===== src/rtl/morse_pkg.sv =====
// Shared definitions for the Morse playback engine: symbol codes, phase
// lengths in units, FSM encoding and the built-in word table.
package morse_pkg;

  localparam logic [1:0] SYM_DOT  = 2'b00;
  localparam logic [1:0] SYM_DASH = 2'b01;
  localparam logic [1:0] SYM_GAP  = 2'b11;
  localparam logic [1:0] SYM_END  = 2'b10;

  // Phase lengths expressed in Morse units
  localparam int MULT_DOT  = 1;
  localparam int MULT_DASH = 3;
  localparam int MULT_GAP  = 2;
  localparam int MULT_WORD = 4;

  typedef enum logic [2:0] {
    ST_IDLE    = 3'd0,
    ST_FETCH   = 3'd1,
    ST_ON      = 3'd2,
    ST_OFF     = 3'd3,
    ST_GAP     = 3'd4,
    ST_WORDGAP = 3'd5
  } state_t;

  // Built-in words, symbol 0 in the least significant bits
  localparam logic [3:0]  WORD_E   = {SYM_END, SYM_DOT};
  localparam logic [3:0]  WORD_T   = {SYM_END, SYM_DASH};
  localparam logic [23:0] WORD_SOS = {SYM_END, SYM_DOT, SYM_DOT, SYM_DOT,
                                      SYM_GAP, SYM_DASH, SYM_DASH, SYM_DASH,
                                      SYM_GAP, SYM_DOT, SYM_DOT, SYM_DOT};
  localparam logic [5:0]  WORD_A   = {SYM_END, SYM_DASH, SYM_DOT};

  // Symbol of the built-in table; every unlisted slot reads as END
  function automatic logic [1:0] default_sym(input logic [31:0] sel,
                                             input logic [31:0] idx);
    logic [1:0] s;
    s = SYM_END;
    case (sel)
      32'd0:   if (idx < 32'd2)  s = WORD_E[idx*32'd2 +: 2];   else s = SYM_END;
      32'd1:   if (idx < 32'd2)  s = WORD_T[idx*32'd2 +: 2];   else s = SYM_END;
      32'd2:   if (idx < 32'd12) s = WORD_SOS[idx*32'd2 +: 2]; else s = SYM_END;
      32'd3:   if (idx < 32'd3)  s = WORD_A[idx*32'd2 +: 2];   else s = SYM_END;
      default: s = SYM_END;
    endcase
    return s;
  endfunction

endpackage


===== src/rtl/morse_seq_player_if.sv =====
// Control/status bundle between the puzzle controller (master) and the
// Morse playback engine (slave).
interface morse_seq_player_if #(
  parameter int DATA_W = 16
);
  logic [DATA_W-1:0] data;
  logic              set;
  logic              loop;
  logic              abort;
  logic              morse_led;
  logic              busy;
  logic              done;

  modport master (output data, set, loop, abort,
                  input  morse_led, busy, done);
  modport slave  (input  data, set, loop, abort,
                  output morse_led, busy, done);
endinterface


===== src/rtl/morse_word_rom.sv =====
// Combinational word table: (word select, symbol index) -> 2-bit symbol.
// An override table can replace the built-in words for other products.
module morse_word_rom
  import morse_pkg::*;
#(
  parameter int SEL_W     = 2,
  parameter int SEQ_DEPTH = 16,
  parameter int IDX_W     = 4,
  parameter bit USE_TABLE = 1'b0,
  parameter logic [2*SEQ_DEPTH*(2**SEL_W)-1:0] TABLE = '0
) (
  input  logic [SEL_W-1:0] i_sel,
  input  logic [IDX_W-1:0] i_idx,
  output logic [1:0]       o_sym
);

  // Table lookup; override layout is word-major, two bits per symbol
  always_comb begin
    o_sym = SYM_END;
    if (USE_TABLE) begin
      o_sym = TABLE[(32'(i_sel) * 32'(SEQ_DEPTH) + 32'(i_idx)) * 32'd2 +: 2];
    end else begin
      o_sym = default_sym(32'(i_sel), 32'(i_idx));
    end
  end

endmodule


===== src/rtl/morse_seq_player.sv =====
// Morse playback engine: plays one stored word on the LED with unit-based
// timing, optionally looping with a word gap, with abort and done/busy status.
module morse_seq_player
  import morse_pkg::*;
#(
  parameter int UNIT_CYCLES = 10000,
  parameter int SEL_W       = 2,
  parameter int SEQ_DEPTH   = 16,
  parameter int DATA_W      = 16,
  parameter bit USE_TABLE   = 1'b0,
  parameter logic [2*SEQ_DEPTH*(2**SEL_W)-1:0] TABLE = '0
) (
  input  logic               clk,
  input  logic               reset,
  morse_seq_player_if.slave  bus
);

  localparam int TMR_W = $clog2(4*UNIT_CYCLES+1);
  localparam int IDX_W = $clog2(SEQ_DEPTH);

  localparam logic [TMR_W-1:0] T_DOT  = TMR_W'(UNIT_CYCLES*MULT_DOT);
  localparam logic [TMR_W-1:0] T_DASH = TMR_W'(UNIT_CYCLES*MULT_DASH);
  localparam logic [TMR_W-1:0] T_GAP  = TMR_W'(UNIT_CYCLES*MULT_GAP);
  localparam logic [TMR_W-1:0] T_WORD = TMR_W'(UNIT_CYCLES*MULT_WORD);
  localparam logic [TMR_W-1:0] T_ONE  = TMR_W'(1);
  localparam logic [IDX_W-1:0] IDX_LAST = IDX_W'(SEQ_DEPTH-1);

  state_t           r_state, w_state;
  logic [TMR_W-1:0] r_timer, w_timer;
  logic [IDX_W-1:0] r_idx,   w_idx;
  logic             r_last,  w_last;   // last slot played: next fetch is END
  logic [SEL_W-1:0] r_sel,   w_sel;
  logic             r_loop,  w_loop;
  logic             r_led, r_busy, r_done;
  logic             w_done;
  logic             w_expired;
  logic [1:0]       w_sym;

  morse_word_rom #(
    .SEL_W     (SEL_W),
    .SEQ_DEPTH (SEQ_DEPTH),
    .IDX_W     (IDX_W),
    .USE_TABLE (USE_TABLE),
    .TABLE     (TABLE)
  ) u_rom (
    .i_sel (r_sel),
    .i_idx (r_idx),
    .o_sym (w_sym)
  );

  // Next-state logic: abort wins over expiry and END decode
  always_comb begin
    w_state   = r_state;
    w_timer   = r_timer;
    w_idx     = r_idx;
    w_last    = r_last;
    w_sel     = r_sel;
    w_loop    = r_loop;
    w_done    = 1'b0;
    w_expired = (r_timer == T_ONE);
    if ((r_state != ST_IDLE) && bus.abort) begin
      w_state = ST_IDLE;
      w_timer = '0;
      w_idx   = '0;
      w_last  = 1'b0;
    end else begin
      case (r_state)
        ST_IDLE: begin
          if (bus.set) begin
            w_state = ST_FETCH;
            w_sel   = bus.data[SEL_W-1:0];
            w_loop  = bus.loop;
            w_idx   = '0;
            w_last  = 1'b0;
          end else begin
            w_state = ST_IDLE;
          end
        end
        ST_FETCH: begin
          if (r_last || (w_sym == SYM_END)) begin
            if (r_loop) begin
              w_state = ST_WORDGAP;
              w_timer = T_WORD;
            end else begin
              w_state = ST_IDLE;
              w_done  = 1'b1;
              w_timer = '0;
              w_idx   = '0;
              w_last  = 1'b0;
            end
          end else if (w_sym == SYM_GAP) begin
            w_state = ST_GAP;
            w_timer = T_GAP;
          end else if (w_sym == SYM_DASH) begin
            w_state = ST_ON;
            w_timer = T_DASH;
          end else begin
            w_state = ST_ON;
            w_timer = T_DOT;
          end
        end
        ST_ON: begin
          if (w_expired) begin
            w_state = ST_OFF;
            w_timer = T_DOT;
          end else begin
            w_timer = r_timer - T_ONE;
          end
        end
        ST_OFF, ST_GAP: begin
          if (w_expired) begin
            w_state = ST_FETCH;
            if (r_idx == IDX_LAST) begin
              w_last = 1'b1;
            end else begin
              w_idx = r_idx + IDX_W'(1);
            end
          end else begin
            w_timer = r_timer - T_ONE;
          end
        end
        ST_WORDGAP: begin
          if (w_expired) begin
            w_state = ST_FETCH;
            w_idx   = '0;
            w_last  = 1'b0;
          end else begin
            w_timer = r_timer - T_ONE;
          end
        end
        default: begin
          w_state = ST_IDLE;
          w_timer = '0;
          w_idx   = '0;
          w_last  = 1'b0;
        end
      endcase
    end
  end

  // State, counters and registered outputs
  always_ff @(posedge clk or negedge reset) begin
    if (!reset) begin
      r_state <= ST_IDLE;
      r_timer <= '0;
      r_idx   <= '0;
      r_last  <= 1'b0;
      r_sel   <= '0;
      r_loop  <= 1'b0;
      r_led   <= 1'b0;
      r_busy  <= 1'b0;
      r_done  <= 1'b0;
    end else begin
      r_state <= w_state;
      r_timer <= w_timer;
      r_idx   <= w_idx;
      r_last  <= w_last;
      r_sel   <= w_sel;
      r_loop  <= w_loop;
      r_led   <= (w_state == ST_ON);
      r_busy  <= (w_state != ST_IDLE);
      r_done  <= w_done;
    end
  end

  assign bus.morse_led = r_led;
  assign bus.busy      = r_busy;
  assign bus.done      = r_done;

endmodule


===== src/flat_wrapper.sv =====
// flat-port wrapper written by rule: the top's interface ports become plain ports
module morse_seq_player_flat import morse_pkg::*;
#(
  parameter int UNIT_CYCLES = 10000,
  parameter int SEL_W       = 2,
  parameter int SEQ_DEPTH   = 16,
  parameter int DATA_W      = 16,
  parameter bit USE_TABLE   = 1'b0,
  parameter logic [2*SEQ_DEPTH*(2**SEL_W)-1:0] TABLE = '0
)
  (clk, reset, bus_data, bus_set, bus_loop, bus_abort, bus_morse_led, bus_busy, bus_done);
  morse_seq_player_if #(.DATA_W(DATA_W)) bus_i ();
  input  logic clk;
  input  logic reset;
  input wire logic [$bits(bus_i.data)-1:0] bus_data;
  input wire logic [$bits(bus_i.set)-1:0] bus_set;
  input wire logic [$bits(bus_i.loop)-1:0] bus_loop;
  input wire logic [$bits(bus_i.abort)-1:0] bus_abort;
  output wire logic [$bits(bus_i.morse_led)-1:0] bus_morse_led;
  output wire logic [$bits(bus_i.busy)-1:0] bus_busy;
  output wire logic [$bits(bus_i.done)-1:0] bus_done;
  assign bus_i.data = bus_data;
  assign bus_i.set = bus_set;
  assign bus_i.loop = bus_loop;
  assign bus_i.abort = bus_abort;
  assign bus_morse_led = bus_i.morse_led;
  assign bus_busy = bus_i.busy;
  assign bus_done = bus_i.done;
  morse_seq_player #(.UNIT_CYCLES(UNIT_CYCLES), .SEL_W(SEL_W), .SEQ_DEPTH(SEQ_DEPTH), .DATA_W(DATA_W), .USE_TABLE(USE_TABLE), .TABLE(TABLE)) u_core (.clk(clk), .reset(reset), .bus(bus_i));
endmodule

===== config.mk =====
export PLATFORM = sky130hd
export DESIGN_NAME = morse_seq_player_flat
export DESIGN_NICKNAME = d
export VERILOG_FILES = /design/src/rtl/morse_pkg.sv /design/src/rtl/morse_seq_player_if.sv /design/src/rtl/morse_word_rom.sv /design/src/rtl/morse_seq_player.sv /design/src/flat_wrapper.sv
export SDC_FILE = /design/constraint.sdc
export NUM_CORES = 1
export LEC_CHECK = 0
export ABC_AREA = 0
export BUFFER_PORTS_ARGS = -buffer_cell sky130_fd_sc_hd__buf_4
export CORE_UTILIZATION = 59
export CTS_CLUSTER_DIAMETER = 50
export CTS_CLUSTER_SIZE = 25
export DETAILED_ROUTE_END_ITERATION = 6
export GPL_TIMING_DRIVEN = 1
export PLACE_DENSITY = 0.8
export RECOVER_POWER = 100
export SLEW_MARGIN = 20
export SYNTH_ARGS = -nofsm -noshare
export SYNTH_HDL_FRONTEND = slang
export SYNTH_SLANG_ARGS = --single-unit
export TNS_END_PERCENT = 1

===== constraint.sdc =====
create_clock -name clk -period 2.8 [get_ports clk]
set_input_delay 0.28 -clock clk [delete_from_list [all_inputs] [get_ports clk]]
set_output_delay 0.28 -clock clk [all_outputs]
set_load 0.01 [all_outputs]

==> results of run 1 <==
-- metal layers --
layer	share of wire, %	global-route usage [%]
met5	0	0
met4	1.5	13.4
met3	7.8	6.39
met2	44	39.8
met1	47	41.6
-- Yosys cell counts (all sizes together), types with 2 or more instances --
library cell  instances
nor2b                 2
mux2                  4
clkbuf                5
nor3                 12
nor4                  7
and3                  3
a21boi                2
o221ai                4
nand2                32
a21o                  2
a21oi                10
a22o                  3
o211ai                2
a31oi                 8
nor3b                 3
nand3                 7
o21ai                22
nand2b                6
nor2                 25
mux2i                 2
or3b                  2
a31o                  2
buf                   6
dfrtp                30
and2                  3
nand4                 5
ha                    5
o21a                  4
o31ai                 5
inv                   8
nor4b                 4
or3                   2
-- power breakdown --
group | internal, mW | switching, mW | total (mW)
logic | 0.589 | 0.918 | 1.51
clock network | 0.198 | 0.156 | 0.354
registers | 0.582 | 0.249 | 0.831
-- state kept, by name (all words and copies together), names as in the netlist --
register	cells
u_core.r_timer	16
u_core.r_idx	4
u_core.r_state	3
u_core.r_sel	2
u_core.bus.busy	1
u_core.bus.done	1
u_core.bus.morse_led	1
u_core.r_last	1
u_core.r_loop	1
-- critical path: cells and delay by family (launching register included) --
kind / cells / cell delay, ps
AND/OR/NAND/NOR: 5 / 1300
adder cells (fa/ha/maj): 1 / 190
buffers and inverters: 1 / 100
flip-flops: 1 / 400
multiplexers: 1 / 290
-- worst paths after layout --
path                                    from           endpoint  slack, ps
min                              bus_data[0]    u_core.r_sel[0]        220
min reg2reg                    u_core.r_loop    u_core.bus.done        540
max in group asynchronous              reset    u_core.r_idx[1]        980
min in group asynchronous              reset  u_core.r_timer[1]        920
max                        u_core.r_timer[1]    u_core.r_idx[0]        390
max reg2reg                u_core.r_timer[1]    u_core.r_idx[0]        390
-- stage by stage --
step	power [mW]	setup slack, ps	hold WS (ps)	instances	utilization (%)
floorplan	1.99	746	-15.6	250	-
CTS	2.71	468	220	305	67.8
detailed placement	2.35	475	228	296	64.8
global placement	2.31	509	225	296	64.8
finish	2.69	394	224	305	66.4
global route	2.90	241	222	305	66.4
-- kinds of logic (layout without fill, tap and decap cells) --
| family | after synthesis | in the layout |
|---|---|---|
| AND/OR/NAND/NOR | 118 | 118 |
| AO/OA/AOI/OAI | 71 | 71 |
| flip-flops | 30 | 30 |
| buffers and inverters | 19 | 28 |
| multiplexers | 6 | 6 |
| adder cells (fa/ha/maj) | 5 | 5 |
| XOR/XNOR | 1 | 1 |
-- layout make-up --
class | count | area share, %
multi-input cells | 201 | 55.9
flip-flops and latches | 30 | 32.9
clock buffers | 7 | 3.78
repair buffers | 12 | 3.40
well taps | 46 | 2.52
inverters | 8 | 1.31
clock inverters | 1 | 0.219
==> impl_results.html, run 1 <==
<table>
<tr><th>Metric</th><th>Value</th></tr>
<tr><th colspan="2">CTS</th></tr>
<tr><td>Clock net sink count</td><td>30</td></tr>
<tr><td>Number of buffers on the longest clock path</td><td>2</td></tr>
<tr><td>Clock tree from TritonCTS</td><td>yes</td></tr>
<tr><td>Number of hold buffers added after cts</td><td>1</td></tr>
<tr><td>Post-CTS resize count</td><td>0</td></tr>
<tr><td>Clock H-tree levels</td><td>2</td></tr>
<tr><td>TritonCTS buffer count</td><td>5</td></tr>
<tr><td>Post-CTS setup buffer count</td><td>0</td></tr>
<tr><td>Clk_lat worst skew</td><td>290 ps</td></tr>
<tr><td>Clock-pin slew on the worst setup and hold paths</td><td>about 60 ps</td></tr>
<tr><td>Root buffer cell</td><td>sky130_fd_sc_hd__clkbuf_8</td></tr>
<tr><th colspan="2">Yosys</th></tr>
<tr><td>Number of warnings reported in the yosys synthesis log</td><td>0</td></tr>
<tr><td>Share of synthesized cell area in and, or, nand and nor gates</td><td>31.0%</td></tr>
<tr><td>Number of flops mapped to enable cells by yosys</td><td>0</td></tr>
<tr><td>Most used DFF post-synth</td><td>sky130_fd_sc_hd__dfrtp_1</td></tr>
<tr><td>Dominant combinational cell family by area after synthesis</td><td>simple AND/OR/NAND/NOR gates</td></tr>
<tr><td>Adder-cell share of the synthesized area</td><td>2.87%</td></tr>
<tr><td>Xor-xnor portion of the synthesized cell area</td><td>0.401%</td></tr>
<tr><td>FF+latch count, synth</td><td>30</td></tr>
<tr><td>Register area share after synthesis</td><td>between 30% and 40%</td></tr>
<tr><td>Compound-Gate Fraction of Synth Area</td><td>a little under a quarter</td></tr>
<tr><td>Post-synthesis instance area</td><td>about 2200 sq um</td></tr>
<tr><td>Yosys top cell area share</td><td>between 30% and 40%</td></tr>
<tr><td>Net count after synthesis</td><td>276</td></tr>
<tr><td>Leading post-synthesis cells by cell area</td><td>sky130_fd_sc_hd__dfrtp_1 34%, sky130_fd_sc_hd__nand2_1 5.5%, sky130_fd_sc_hd__o21ai_0 5.0%</td></tr>
<tr><td>Leading area contributor after synthesis</td><td>sky130_fd_sc_hd__dfrtp_1</td></tr>
<tr><td>Async set-or-reset flop fraction in the synthesized netlist</td><td>between 90% and 100%</td></tr>
<tr><td>Synthesized instance count</td><td>250</td></tr>
<tr><td>Distinct cell type count of the synthesized netlist</td><td>61</td></tr>
<tr><td>Mux contribution to synthesized area</td><td>between 2 and 3%</td></tr>
<tr><td>Mean area per synthesized cell</td><td>8.73 sq um</td></tr>
<tr><th colspan="2">Flow run</th></tr>
<tr><td>Max-cap check violation count</td><td>1</td></tr>
<tr><th colspan="2">Drt</th></tr>
<tr><td>Remaining number of nets flagged by the antenna check after routing</td><td>0</td></tr>
<tr><td>Detail-routed net length per standard cell</td><td>16.6 um</td></tr>
<tr><td>Drt pass-1 iters</td><td>5</td></tr>
<tr><td>Via density</td><td>roughly 6.4</td></tr>
<tr><td>Vias</td><td>a little under 2000</td></tr>
<tr><td># DRC</td><td>0</td></tr>
<tr><td>Iter 0 DRT Violations</td><td>~150</td></tr>
<tr><td>Post-detailed-routing wire length</td><td>5050 um</td></tr>
<tr><th colspan="2">Global route</th></tr>
<tr><td>Initial antenna violation count</td><td>0</td></tr>
<tr><td>Largest net degree at the start of global routing</td><td>31</td></tr>
<tr><td>Remaining Overflow, GRT</td><td>0</td></tr>
<tr><td>Wire length of the first global-routing pass</td><td>between 8000 and 9000 um</td></tr>
<tr><td>Vias in the first global route</td><td>approximately 1900</td></tr>
<tr><td>Total track usage</td><td>between 20% and 30%</td></tr>
<tr><th colspan="2">Cells and area</th></tr>
<tr><td>Total number of nets in the final design</td><td>284</td></tr>
<tr><td>Reg area</td><td>around 750 sq um</td></tr>
<tr><td>Final design instance area without fill</td><td>2280 sq um</td></tr>
<tr><td>Layout filler cell count</td><td>between 200 and 300</td></tr>
<tr><td>Area growth from synthesis to layout</td><td>4.70%</td></tr>
<tr><td>Total area of multi-input combinational cells</td><td>1280 sq um</td></tr>
<tr><td>Number of diodes</td><td>0</td></tr>
<tr><td>Share of layout cells above drive strength 1</td><td>12.7%</td></tr>
<tr><td>Most frequent standard cell in the layout excluding fill and tap cells</td><td>sky130_fd_sc_hd__nand2_1</td></tr>
<tr><td>Most used cells in the layout excluding fill and tap cells</td><td>32 x sky130_fd_sc_hd__nand2_1, 30 x sky130_fd_sc_hd__dfrtp_1, 24 x sky130_fd_sc_hd__nor2_1, 22 x sky130_fd_sc_hd__o21ai_0, 11 x sky130_fd_sc_hd__nor3_1</td></tr>
<tr><th colspan="2">Worst setup path</th></tr>
<tr><td>Maximum fanout along the worst path</td><td>7</td></tr>
<tr><td>Largest stage delay on the critical path</td><td>approximately 440 ps</td></tr>
<tr><td>Cell count of the worst reg-to-reg path</td><td>8</td></tr>
<tr><td>CP max stage cell</td><td>sky130_fd_sc_hd__and2_0</td></tr>
<tr><td>Worst setup SP type</td><td>flip-flop</td></tr>
<tr><td>Required time at the endpoint of the critical path</td><td>2970 ps</td></tr>
<tr><td>Crit path DAT</td><td>about 2600 ps</td></tr>
<tr><td>Kind of end point of the critical path</td><td>flip-flop</td></tr>
<tr><td>Cell Chain, Critical Path</td><td>inv_1 -&gt; ha_1 -&gt; nor4b_4 -&gt; nand4_1 -&gt; and2_0 -&gt; nor2_4 -&gt; nand3_1 -&gt; mux2_2</td></tr>
<tr><td>Worst Setup Path Type</td><td>flip-flop to flip-flop</td></tr>
<tr><th colspan="2">Power and ir drop</th></tr>
<tr><td>Leakage</td><td>about 1 nW</td></tr>
<tr><td>Power Dens Cells</td><td>approximately 1200 nW/um^2</td></tr>
<tr><td>Worst IR Drop VDD</td><td>roughly 0.69 mV</td></tr>
<tr><th colspan="2">Worst hold path</th></tr>
<tr><td>Worst hold stages</td><td>2</td></tr>
<tr><td>Worst hold path class</td><td>input pin to flip-flop</td></tr>
<tr><th colspan="2">Die</th></tr>
<tr><td>Overall die height</td><td>62.8 um</td></tr>
<tr><td>Core ar.</td><td>between 3000 and 4000 sq um</td></tr>
<tr><td>Initial cell density of the core</td><td>a little under two thirds</td></tr>
<tr><td>Die Footprint</td><td>3950 sq um</td></tr>
<tr><td>X dimension of the die</td><td>62.8 um</td></tr>
<tr><td>Number of rows created at floorplan</td><td>21</td></tr>
<tr><td>Io pins</td><td>24</td></tr>
<tr><th colspan="2">Place</th></tr>
<tr><td>Number of buffer cells added on primary ports</td><td>9</td></tr>
<tr><td>Area of placed instances</td><td>approximately 2200 sq um</td></tr>
<tr><td>Sum of net half-perimeters after detailed placement</td><td>about 3600 um</td></tr>
<tr><td>Global placer's final weighted congestion</td><td>roughly 0.98</td></tr>
<tr><th colspan="2">STA</th></tr>
<tr><td>Max-slew headroom</td><td>-3.99%</td></tr>
<tr><td>Top achievable clock speed</td><td>between 0.4 and 0.5 GHz</td></tr>
<tr><td>Worst Clk Skew</td><td>3.64 ps</td></tr>
<tr><td>Final worst-path cycle share</td><td>a little under nine tenths</td></tr>
<tr><td>Fin crit period</td><td>between 2000 and 2500 ps</td></tr>
<tr><td>Fin. Hold Viols</td><td>0</td></tr>
<tr><td>Setup repair after global routing missed its margin</td><td>false</td></tr>
<tr><td>Max Transition Viols Final</td><td>31</td></tr>
<tr><td>Setup TNS Final</td><td>0 ps</td></tr>
<tr><td>Worst Tran Pin Value</td><td>around 1600 ps</td></tr>
<tr><td>Finish-stage setup viols</td><td>0</td></tr>
<tr><th colspan="2">Run status</th></tr>
<tr><td>Violated checks</td><td>max-capacitance violations, max-slew violations</td></tr>
<tr><td>Outcome</td><td>finished, violations left</td></tr>
</table>
No activity file was read; power rests on OpenSTA's default activity.
==> run 2: changes to the inputs <==
--- a/config.mk
+++ b/config.mk
@@ -9,3 +9,3 @@
 export BUFFER_PORTS_ARGS = -buffer_cell sky130_fd_sc_hd__buf_4
-export CORE_UTILIZATION = 59
+export CORE_UTILIZATION = 58
 export CTS_CLUSTER_DIAMETER = 50
@@ -14,3 +14,3 @@
 export GPL_TIMING_DRIVEN = 1
-export PLACE_DENSITY = 0.8
+export PLACE_DENSITY = 0.79
 export RECOVER_POWER = 100
@@ -19,2 +19,3 @@
 export SYNTH_HDL_FRONTEND = slang
+export SYNTH_HIERARCHICAL = 1
 export SYNTH_SLANG_ARGS = --single-unit
--- a/constraint.sdc
+++ b/constraint.sdc
@@ -3,2 +3,2 @@
 set_output_delay 0.28 -clock clk [all_outputs]
-set_load 0.01 [all_outputs]
+set_load 0.005 [all_outputs]
==> impl_results.html, run 2 <==
<table>
<tr><th>Metric</th><th>Value</th></tr>
<tr><th colspan="2">STA</th></tr>
<tr><td>Max-slew headroom</td><td>-5.69% (-1.7 points)</td></tr>
<tr><td>Worst slack on hold paths</td><td>176 ps (-47.5 ps)</td></tr>
<tr><td>Setup TNS Final</td><td>0 ps (unchanged)</td></tr>
<tr><td>Final worst-path cycle share</td><td>91.1% (+5.2 points)</td></tr>
<tr><td>Finish-stage setup viols</td><td>0 (unchanged)</td></tr>
<tr><td>Fin. Hold Viols</td><td>0 (unchanged)</td></tr>
<tr><td>Setup repair after global routing missed its margin</td><td>false</td></tr>
<tr><td>Max Transition Viols Final</td><td>31 (unchanged)</td></tr>
<tr><td>Fin crit period</td><td>2550 ps (+144 ps)</td></tr>
<tr><td>Worst Tran Pin Value</td><td>1590 ps (+25.6 ps)</td></tr>
<tr><td>Top achievable clock speed</td><td>0.392 GHz (-5.7%)</td></tr>
<tr><td>Worst Clk Skew</td><td>9.76 ps (+6.13 ps)</td></tr>
<tr><th colspan="2">Global route</th></tr>
<tr><td>Vias in the first global route</td><td>1762 (-4.8%)</td></tr>
<tr><td>Total track usage</td><td>29.3% (+0.74 points)</td></tr>
<tr><td>Wire length of the first global-routing pass</td><td>8040 um (-8.6%)</td></tr>
<tr><td>Initial antenna violation count</td><td>0 (unchanged)</td></tr>
<tr><td>Largest net degree at the start of global routing</td><td>31 (unchanged)</td></tr>
<tr><td>Remaining Overflow, GRT</td><td>0 (unchanged)</td></tr>
<tr><th colspan="2">Worst setup path</th></tr>
<tr><td>Worst setup SP type</td><td>flip-flop</td></tr>
<tr><td>Worst Setup Path Type</td><td>flip-flop to flip-flop</td></tr>
<tr><td>Crit path DAT</td><td>2770 ps (+190 ps)</td></tr>
<tr><td>Kind of end point of the critical path</td><td>flip-flop</td></tr>
<tr><td>Maximum fanout along the worst path</td><td>8 (+1)</td></tr>
<tr><td>Required time at the endpoint of the critical path</td><td>3020 ps (+50 ps)</td></tr>
<tr><td>Cell count of the worst reg-to-reg path</td><td>8 (unchanged)</td></tr>
<tr><th colspan="2">Yosys</th></tr>
<tr><td>Most frequent cell after synthesis</td><td>sky130_fd_sc_hd__dfrtp_1</td></tr>
<tr><td>Distinct cell type count of the synthesized netlist</td><td>57 (-6.6%)</td></tr>
<tr><td>Net count after synthesis</td><td>266 (-3.6%)</td></tr>
<tr><td>Mean area per synthesized cell</td><td>8.54 sq um (-2.2%)</td></tr>
<tr><td>Number of flops mapped to enable cells by yosys</td><td>0 (unchanged)</td></tr>
<tr><td>Synthesized instance count</td><td>242 (-3.2%)</td></tr>
<tr><td>Async set-or-reset flop fraction in the synthesized netlist</td><td>100% (unchanged)</td></tr>
<tr><td>Yosys top cell area share</td><td>36.3% (+1.9 points)</td></tr>
<tr><td>Register area share after synthesis</td><td>36.3% (+1.9 points)</td></tr>
<tr><td>Leading area contributor after synthesis</td><td>sky130_fd_sc_hd__dfrtp_1</td></tr>
<tr><td>Most used DFF post-synth</td><td>sky130_fd_sc_hd__dfrtp_1</td></tr>
<tr><td>Synth cell count leaders</td><td>30 x sky130_fd_sc_hd__dfrtp_1, 23 x sky130_fd_sc_hd__nand2_1, 22 x sky130_fd_sc_hd__nor2_1, 22 x sky130_fd_sc_hd__o21ai_0, 16 x sky130_fd_sc_hd__a21oi_1</td></tr>
<tr><td>Leading post-synthesis cells by cell area</td><td>sky130_fd_sc_hd__dfrtp_1 36%, sky130_fd_sc_hd__o21ai_0 5.3%, sky130_fd_sc_hd__nand2_1 4.2%</td></tr>
<tr><td>Number of warnings reported in the yosys synthesis log</td><td>6 (+6)</td></tr>
<tr><td>Post-synthesis instance area</td><td>2070 sq um (-5.3%)</td></tr>
<tr><td>FF+latch count, synth</td><td>30 (unchanged)</td></tr>
<tr><th colspan="2">Power and ir drop</th></tr>
<tr><td>Leakage</td><td>0.966 nW (-3.7%)</td></tr>
<tr><td>Power Dens Cells</td><td>1020 nW/um^2 (-13%)</td></tr>
<tr><td>Total power after layout</td><td>2.33 mW (-13%)</td></tr>
<tr><td>Worst IR Drop VDD</td><td>0.500 mV (-28%)</td></tr>
<tr><th colspan="2">Die</th></tr>
<tr><td>Core ar.</td><td>3360 sq um (-2.3%)</td></tr>
<tr><td>Initial cell density of the core</td><td>61.4% (-2.0 points)</td></tr>
<tr><td>Number of rows created at floorplan</td><td>21 (unchanged)</td></tr>
<tr><td>Overall die height</td><td>61.7 um (-1.8%)</td></tr>
<tr><td>Io pins</td><td>24 (unchanged)</td></tr>
<tr><td>Die Footprint</td><td>3800 sq um (-3.6%)</td></tr>
<tr><td>X dimension of the die</td><td>61.7 um (-1.8%)</td></tr>
<tr><th colspan="2">Drt</th></tr>
<tr><td>Vias</td><td>1908 (-2.6%)</td></tr>
<tr><td>Post-detailed-routing wire length</td><td>4930 um (-2.4%)</td></tr>
<tr><td>Iter 0 DRT Violations</td><td>119 (-19%)</td></tr>
<tr><td>Met3 WL</td><td>388 um (-1.3%)</td></tr>
<tr><td>Drt pass-1 iters</td><td>5 (unchanged)</td></tr>
<tr><td>Uppermost signal routing layer after detailed routing</td><td>met4</td></tr>
<tr><td>Routed length on met1</td><td>2120 um (-10%)</td></tr>
<tr><td>Routed length on met2</td><td>2350 um (+6.2%)</td></tr>
<tr><td>Detail-routed net length per standard cell</td><td>16.1 um (-2.7%)</td></tr>
<tr><td>Remaining number of nets flagged by the antenna check after routing</td><td>0 (unchanged)</td></tr>
<tr><td>Via density</td><td>6.24 (-2.9%)</td></tr>
<tr><td># DRC</td><td>0 (unchanged)</td></tr>
<tr><th colspan="2">Run status</th></tr>
<tr><td>Outcome</td><td>finished, violations left</td></tr>
<tr><td>Violated checks</td><td>max-capacitance violations, max-slew violations</td></tr>
<tr><th colspan="2">CTS</th></tr>
<tr><td>Clock-pin slew on the worst setup and hold paths</td><td>100 ps (+40 ps)</td></tr>
<tr><td>Number of buffers on the longest clock path</td><td>2 (unchanged)</td></tr>
<tr><td>Clock net sink count</td><td>30 (unchanged)</td></tr>
<tr><td>TritonCTS buffer count</td><td>5 (unchanged)</td></tr>
<tr><td>Clock H-tree levels</td><td>2 (unchanged)</td></tr>
<tr><td>Root buffer cell</td><td>sky130_fd_sc_hd__clkbuf_4</td></tr>
<tr><td>Clk_lat worst skew</td><td>330 ps (+40 ps)</td></tr>
<tr><td>Clock tree from TritonCTS</td><td>yes</td></tr>
<tr><th colspan="2">Worst hold path</th></tr>
<tr><td>Worst hold path class</td><td>input pin to flip-flop</td></tr>
<tr><td>Worst hold stages</td><td>2 (unchanged)</td></tr>
<tr><th colspan="2">Cells and area</th></tr>
<tr><td>Largest register FFs</td><td>16 (unchanged)</td></tr>
<tr><td>Layout filler cell count</td><td>295 (-0.67%)</td></tr>
<tr><td>Area growth from synthesis to layout</td><td>10.2%</td></tr>
<tr><td>Register name with the most flops</td><td>u_core/r_timer</td></tr>
<tr><td>Total number of nets in the final design</td><td>283 (-0.35%)</td></tr>
<tr><td>Top Registers</td><td>u_core/r_timer (16), u_core/r_idx (4), u_core/r_state (3)</td></tr>
<tr><td>Most frequent standard cell in the layout excluding fill and tap cells</td><td>sky130_fd_sc_hd__dfrtp_1</td></tr>
<tr><td>Reg area</td><td>751 sq um (unchanged)</td></tr>
<tr><td>Share of layout cells above drive strength 1</td><td>13.1% (+0.34 points)</td></tr>
<tr><td>Total area of multi-input combinational cells</td><td>1220 sq um (-4.7%)</td></tr>
<tr><td>Number of diodes</td><td>0 (unchanged)</td></tr>
<tr><td>Most used cells in the layout excluding fill and tap cells</td><td>30 x sky130_fd_sc_hd__dfrtp_1, 23 x sky130_fd_sc_hd__nand2_1, 22 x sky130_fd_sc_hd__nor2_1, 22 x sky130_fd_sc_hd__o21ai_0, 16 x sky130_fd_sc_hd__a21oi_1</td></tr>
<tr><th colspan="2">Place</th></tr>
<tr><td>Global placer's final weighted congestion</td><td>0.901 (-8.5%)</td></tr>
<tr><td>Number of buffer cells added on primary ports</td><td>9 (unchanged)</td></tr>
<tr><td>Sum of net half-perimeters after detailed placement</td><td>3600 um (-1.1%)</td></tr>
<tr><th colspan="2">Flow run</th></tr>
<tr><td>Max-cap check violation count</td><td>1 (unchanged)</td></tr>
</table>
[run 2: cell count changes after synthesis, sizes merged, moves of 4 or more]
| cell | change |
|---|---|
| xor2 | +4 |
| nor3 | -5 |
| a21oi | +6 |
| nand2 | -9 |
| o221ai | -4 |
| o21a | -4 |
[run 2: cell type report]
cell class,count,share of cell area [%]
clock buffer,8,3.46
inverter,8,1.32
multi-input combinational,194,53.5
sequential,30,33.0
tap,46,2.53
timing repair buffer,20,6.21
[run 2: cells by family (layout without fill, tap and decap cells)]
logic type / count (synthesis) / after routing / synth area share [%]
compound gates: 79 / 79 / 26.0
xor+xnor: 8 / 8 / 3.39
fa+ha+maj: 3 / 3 / 1.82
buf+inv: 18 / 36 / 4.06
flops: 30 / 30 / 36.3
mux: 5 / 5 / 2.60
simple gates: 99 / 99 / 25.7
[run 2: timing repair]
action / in CTS / in global routing
gates resized for setup: 0 / 0
hold buffers: 1 / 0
setup buffers: 0 / 0
hold endpoints to repair: 30 / 0
[run 2: through the flow]
step                      cell area, sq um  worst slack [ps]  cells  utilization [%]
after global routing                  2280               105    306             67.7
after detailed placement              2210               448    297             65.8
after CTS                             2300               415    306             68.4
after global placement                2210               456    297             65.8
after floorplan                       2070               763    242                -
final                                 2280               249    306             67.7
[run 2: report_power, final]
part	total (mW)	switching [mW]	internal, mW
Combinational	1.27	0.746	0.528
Sequential	0.738	0.172	0.566
Clock	0.319	0.147	0.171
Total	2.33	1.07	1.27
[run 2: worst max-delay path, cell delays in order (launching register included)]
cell and delay [ps]:
sky130_fd_sc_hd__dfrtp_1 490, sky130_fd_sc_hd__ha_1 180, sky130_fd_sc_hd__nor4b_2 310, sky130_fd_sc_hd__and4_1 420, sky130_fd_sc_hd__buf_4 210, sky130_fd_sc_hd__a211oi_1 90, sky130_fd_sc_hd__and2_0 280, sky130_fd_sc_hd__a31o_1 260
sky130_fd_sc_hd__a32o_1 190
[run 2: layer usage]
| metal | vias to the layer above | track usage, % |
|---|---|---|
| met5 | - | 0 |
| met4 | 0 | 11.4 |
| met3 | 7 | 7.14 |
| met2 | 82 | 46.4 |
| met1 | 887 | 38.6 |
| li1 | 932 | - |
[run 2: worst paths after layout]
kind	slack, ps	start	to
worst max-delay path	250	u_core/r_timer[0]	u_core/r_timer[10]
worst min-delay path	180	bus_data[0]	u_core/r_sel[0]
worst max register to register	250	u_core/r_timer[0]	u_core/r_timer[10]
worst min register to register	520	u_core/r_sel[0]	u_core/r_sel[0]
max in group asynchronous	1010	reset	u_core/r_timer[9]
min in group asynchronous	870	reset	u_core/r_timer[4]
==> run 3: changes to the inputs <==
CORE_UTILIZATION = 53   (was 58)
PLACE_DENSITY = 0.76   (was 0.79)
clock period = 2.3 ns   (was 2.8 ns; I/O delays follow)
==> impl_results.html, run 3 (same netlist as run 2, synthesis figures left out) <==
<table>
<tr><th>Metric</th><th>Value</th></tr>
<tr><th colspan="2">Power and ir drop</th></tr>
<tr><td>Worst IR Drop VDD</td><td>0.527 mV (+5.5%)</td></tr>
<tr><td>Power Dens Cells</td><td>1260 nW/um^2 (+23%)</td></tr>
<tr><td>Leakage</td><td>1.07 nW (+11%)</td></tr>
<tr><td>Total power after layout</td><td>3.14 mW (+35%)</td></tr>
<tr><th colspan="2">Global route</th></tr>
<tr><td>Largest net degree at the start of global routing</td><td>31 (unchanged)</td></tr>
<tr><td>Wire length of the first global-routing pass</td><td>8900 um (+11%)</td></tr>
<tr><td>Vias in the first global route</td><td>1844 (+4.7%)</td></tr>
<tr><td>Layer with the highest usage</td><td>met2</td></tr>
<tr><td>Remaining Overflow, GRT</td><td>0 (unchanged)</td></tr>
<tr><td>Total track usage</td><td>28.2% (-1.1 points)</td></tr>
<tr><td>Met3 Resource Use GR</td><td>4.23% (-2.9 points)</td></tr>
<tr><td>Initial antenna violation count</td><td>0 (unchanged)</td></tr>
<tr><td>Met2 usage</td><td>41.8% (-4.5 points)</td></tr>
<tr><td>Met1 layer usage reported by global route</td><td>41.6% (+3.0 points)</td></tr>
<tr><th colspan="2">Worst setup path</th></tr>
<tr><td>Maximum fanout along the worst path</td><td>6 (-2)</td></tr>
<tr><td>Crit path DAT</td><td>2400 ps (-370 ps)</td></tr>
<tr><td>Critical register-to-register path endpoint</td><td>u_core/r_timer[11]</td></tr>
<tr><td>Source of the worst register-to-register timing path</td><td>u_core/r_idx[2]</td></tr>
<tr><td>Worst Setup Path Type</td><td>flip-flop to flip-flop</td></tr>
<tr><td>Cell count of the worst reg-to-reg path</td><td>8 (unchanged)</td></tr>
<tr><td>Kind of end point of the critical path</td><td>flip-flop</td></tr>
<tr><td>Worst reg2reg setup slack</td><td>110 ps (-140 ps)</td></tr>
<tr><td>Required time at the endpoint of the critical path</td><td>2510 ps (-510 ps)</td></tr>
<tr><td>Worst setup SP type</td><td>flip-flop</td></tr>
<tr><th colspan="2">Drt</th></tr>
<tr><td>Iter 0 DRT Violations</td><td>273 (+130%)</td></tr>
<tr><td># DRC</td><td>0 (unchanged)</td></tr>
<tr><td>Post-detailed-routing wire length</td><td>5310 um (+7.8%)</td></tr>
<tr><td>Via density</td><td>6.16 (-1.2%)</td></tr>
<tr><td>Vias</td><td>2003 (+5.0%)</td></tr>
<tr><td>Remaining number of nets flagged by the antenna check after routing</td><td>0 (unchanged)</td></tr>
<tr><td>Drt pass-1 iters</td><td>5 (unchanged)</td></tr>
<tr><td>Detail-routed net length per standard cell</td><td>16.3 um (+1.5%)</td></tr>
<tr><th colspan="2">Die</th></tr>
<tr><td>X dimension of the die</td><td>64.4 um (+4.5%)</td></tr>
<tr><td>Core ar.</td><td>3690 sq um (+9.7%)</td></tr>
<tr><td>Initial cell density of the core</td><td>56.0% (-5.4 points)</td></tr>
<tr><td>Die Footprint</td><td>4150 sq um (+9.1%)</td></tr>
<tr><td>Overall die height</td><td>64.4 um (+4.5%)</td></tr>
<tr><td>Number of rows created at floorplan</td><td>22 (+4.8%)</td></tr>
<tr><td>Io pins</td><td>24 (unchanged)</td></tr>
<tr><th colspan="2">Cells and area</th></tr>
<tr><td>Total number of nets in the final design</td><td>300 (+6.0%)</td></tr>
<tr><td>Final design instance area without fill</td><td>2500 sq um (+9.7%)</td></tr>
<tr><td>Top Registers</td><td>u_core/r_timer (16), u_core/r_idx (4), u_core/r_state (3)</td></tr>
<tr><td>Most used cells in the layout excluding fill and tap cells</td><td>31 x sky130_fd_sc_hd__buf_4, 28 x sky130_fd_sc_hd__dfrtp_1, 23 x sky130_fd_sc_hd__nand2_1, 22 x sky130_fd_sc_hd__nor2_1, 22 x sky130_fd_sc_hd__o21ai_0</td></tr>
<tr><td>Non-filler cells, final</td><td>325 (+6.2%)</td></tr>
<tr><td>Share of layout cells above drive strength 1</td><td>22.0% (+8.9 points)</td></tr>
<tr><td>Number of diodes</td><td>0 (unchanged)</td></tr>
<tr><td>Area growth from synthesis to layout</td><td>20.8%</td></tr>
<tr><td>Largest register FFs</td><td>16 (unchanged)</td></tr>
<tr><td>Register name with the most flops</td><td>u_core/r_timer</td></tr>
<tr><td>Most frequent standard cell in the layout excluding fill and tap cells</td><td>sky130_fd_sc_hd__buf_4</td></tr>
<tr><th colspan="2">STA</th></tr>
<tr><td>Max Transition Viols Final</td><td>31 (unchanged)</td></tr>
<tr><td>Max-slew headroom</td><td>-5.06% (+0.63 points)</td></tr>
<tr><td>Setup repair after global routing missed its margin</td><td>true</td></tr>
<tr><td>Worst Tran Pin Value</td><td>1580 ps (-9.45 ps)</td></tr>
<tr><td>Top achievable clock speed</td><td>0.456 GHz (+16%)</td></tr>
<tr><td>Worst slack on hold paths</td><td>192 ps (+15.9 ps)</td></tr>
<tr><td>Fin. Hold Viols</td><td>0 (unchanged)</td></tr>
<tr><td>Final worst-path cycle share</td><td>95.3% (+4.2 points)</td></tr>
<tr><td>Worst Clk Skew</td><td>10.3 ps (+0.539 ps)</td></tr>
<tr><td>Finish-stage setup viols</td><td>0 (unchanged)</td></tr>
<tr><td>Fin crit period</td><td>2190 ps (-358 ps)</td></tr>
<tr><th colspan="2">CTS</th></tr>
<tr><td>Clock H-tree levels</td><td>2 (unchanged)</td></tr>
<tr><td>Clock net sink count</td><td>30 (unchanged)</td></tr>
<tr><td>Number of buffers on the longest clock path</td><td>2 (unchanged)</td></tr>
<tr><td>Clock-pin slew on the worst setup and hold paths</td><td>70 ps (-30 ps)</td></tr>
<tr><td>Clk_lat worst skew</td><td>280 ps (-50 ps)</td></tr>
<tr><td>Root buffer cell</td><td>sky130_fd_sc_hd__clkbuf_8</td></tr>
<tr><td>TritonCTS buffer count</td><td>5 (unchanged)</td></tr>
<tr><td>Clock tree from TritonCTS</td><td>yes</td></tr>
<tr><th colspan="2">Worst hold path</th></tr>
<tr><td>Worst min-delay path endpoint</td><td>u_core/r_loop</td></tr>
<tr><td>Hold path start</td><td>bus_loop</td></tr>
<tr><td>Worst hold path class</td><td>input pin to flip-flop</td></tr>
<tr><td>Worst hold stages</td><td>2 (unchanged)</td></tr>
<tr><th colspan="2">Place</th></tr>
<tr><td>Placed cell count</td><td>313 (+5.4%)</td></tr>
<tr><td>Number of buffer cells added on primary ports</td><td>9 (unchanged)</td></tr>
<tr><td>Sum of net half-perimeters after detailed placement</td><td>3850 um (+6.8%)</td></tr>
<tr><td>Area of placed instances</td><td>2320 sq um (+4.9%)</td></tr>
<tr><td>Global placer's final weighted congestion</td><td>0.935 (+3.8%)</td></tr>
<tr><th colspan="2">Run status</th></tr>
<tr><td>Violated checks</td><td>max-capacitance violations, max-slew violations</td></tr>
<tr><td>Outcome</td><td>finished, violations left</td></tr>
<tr><th colspan="2">Flow run</th></tr>
<tr><td>Max-cap check violation count</td><td>1 (unchanged)</td></tr>
</table>
run 3: critical path, stage by stage, from the launching register on:
cell and delay (ps):
sky130_fd_sc_hd__dfrtp_2 440, sky130_fd_sc_hd__or3b_1 380, sky130_fd_sc_hd__o22ai_1 130, sky130_fd_sc_hd__and2b_2 180
sky130_fd_sc_hd__nor2b_1 70, sky130_fd_sc_hd__o21bai_2 250, sky130_fd_sc_hd__nand3_1 160, sky130_fd_sc_hd__nor3_1 380
sky130_fd_sc_hd__a211o_1 150
run 3: layout make-up:
cell class,instances,area (sq um)
clock inverters,1,5.00
clock buffers,7,86.3
well taps,48,60.1
inverters,8,30.0
repair buffers,36,269
multi-input cells,195,1290
flip-flops and latches,30,753
fillers,298,1190
run 3: worst max-delay path by stage:
stage	startpoint	to	slack, ps	cells past startpoint
after detailed placement	u_core/r_idx[1]	u_core/r_idx[3]	120	9
after CTS	u_core/r_idx[1]	u_core/r_idx[3]	100	9
after global placement	u_core/r_idx[1]	u_core/r_idx[3]	140	9
after floorplan	u_core/r_idx[2]	u_core/r_idx[3]	260	9
after global routing	u_core/r_idx[1]	u_core/r_idx[3]	-30	9
final	u_core/r_idx[2]	u_core/r_timer[11]	110	8
run 3: metal layers:
| metal | up-vias | routed length (um) |
|---|---|---|
| met5 | - | 0 |
| met4 | 0 | 93 |
| met3 | 8 | 388 |
| met2 | 83 | 2400 |
| met1 | 938 | 2430 |
| li1 | 974 | - |
run 3: through the flow:
step | util [%] | setup TNS, ps | worst slack [ps]
floorplan | - | 0 | 263
global placement | 62.9 | 0 | 138
detailed placement | 62.9 | 0 | 119
CTS | 65.6 | 0 | 103
global route | 67.7 | -78.0 | -25.5
finish | 67.7 | 0 | 107
run 3: power breakdown:
group | total [mW] | internal (mW) | switching (mW)
registers | 0.898 | 0.691 | 0.207
clock network | 0.429 | 0.241 | 0.188
logic | 1.81 | 0.811 | 1.00
run 3: repair_timing:
action / 4_1_cts / 5_1_grt
setup buffers: 0 / 2
endpoints found under the hold margin: 30 / 0
endpoints found under the setup margin: 0 / 10
hold buffers: 1 / 0
gates resized for setup: 0 / 11
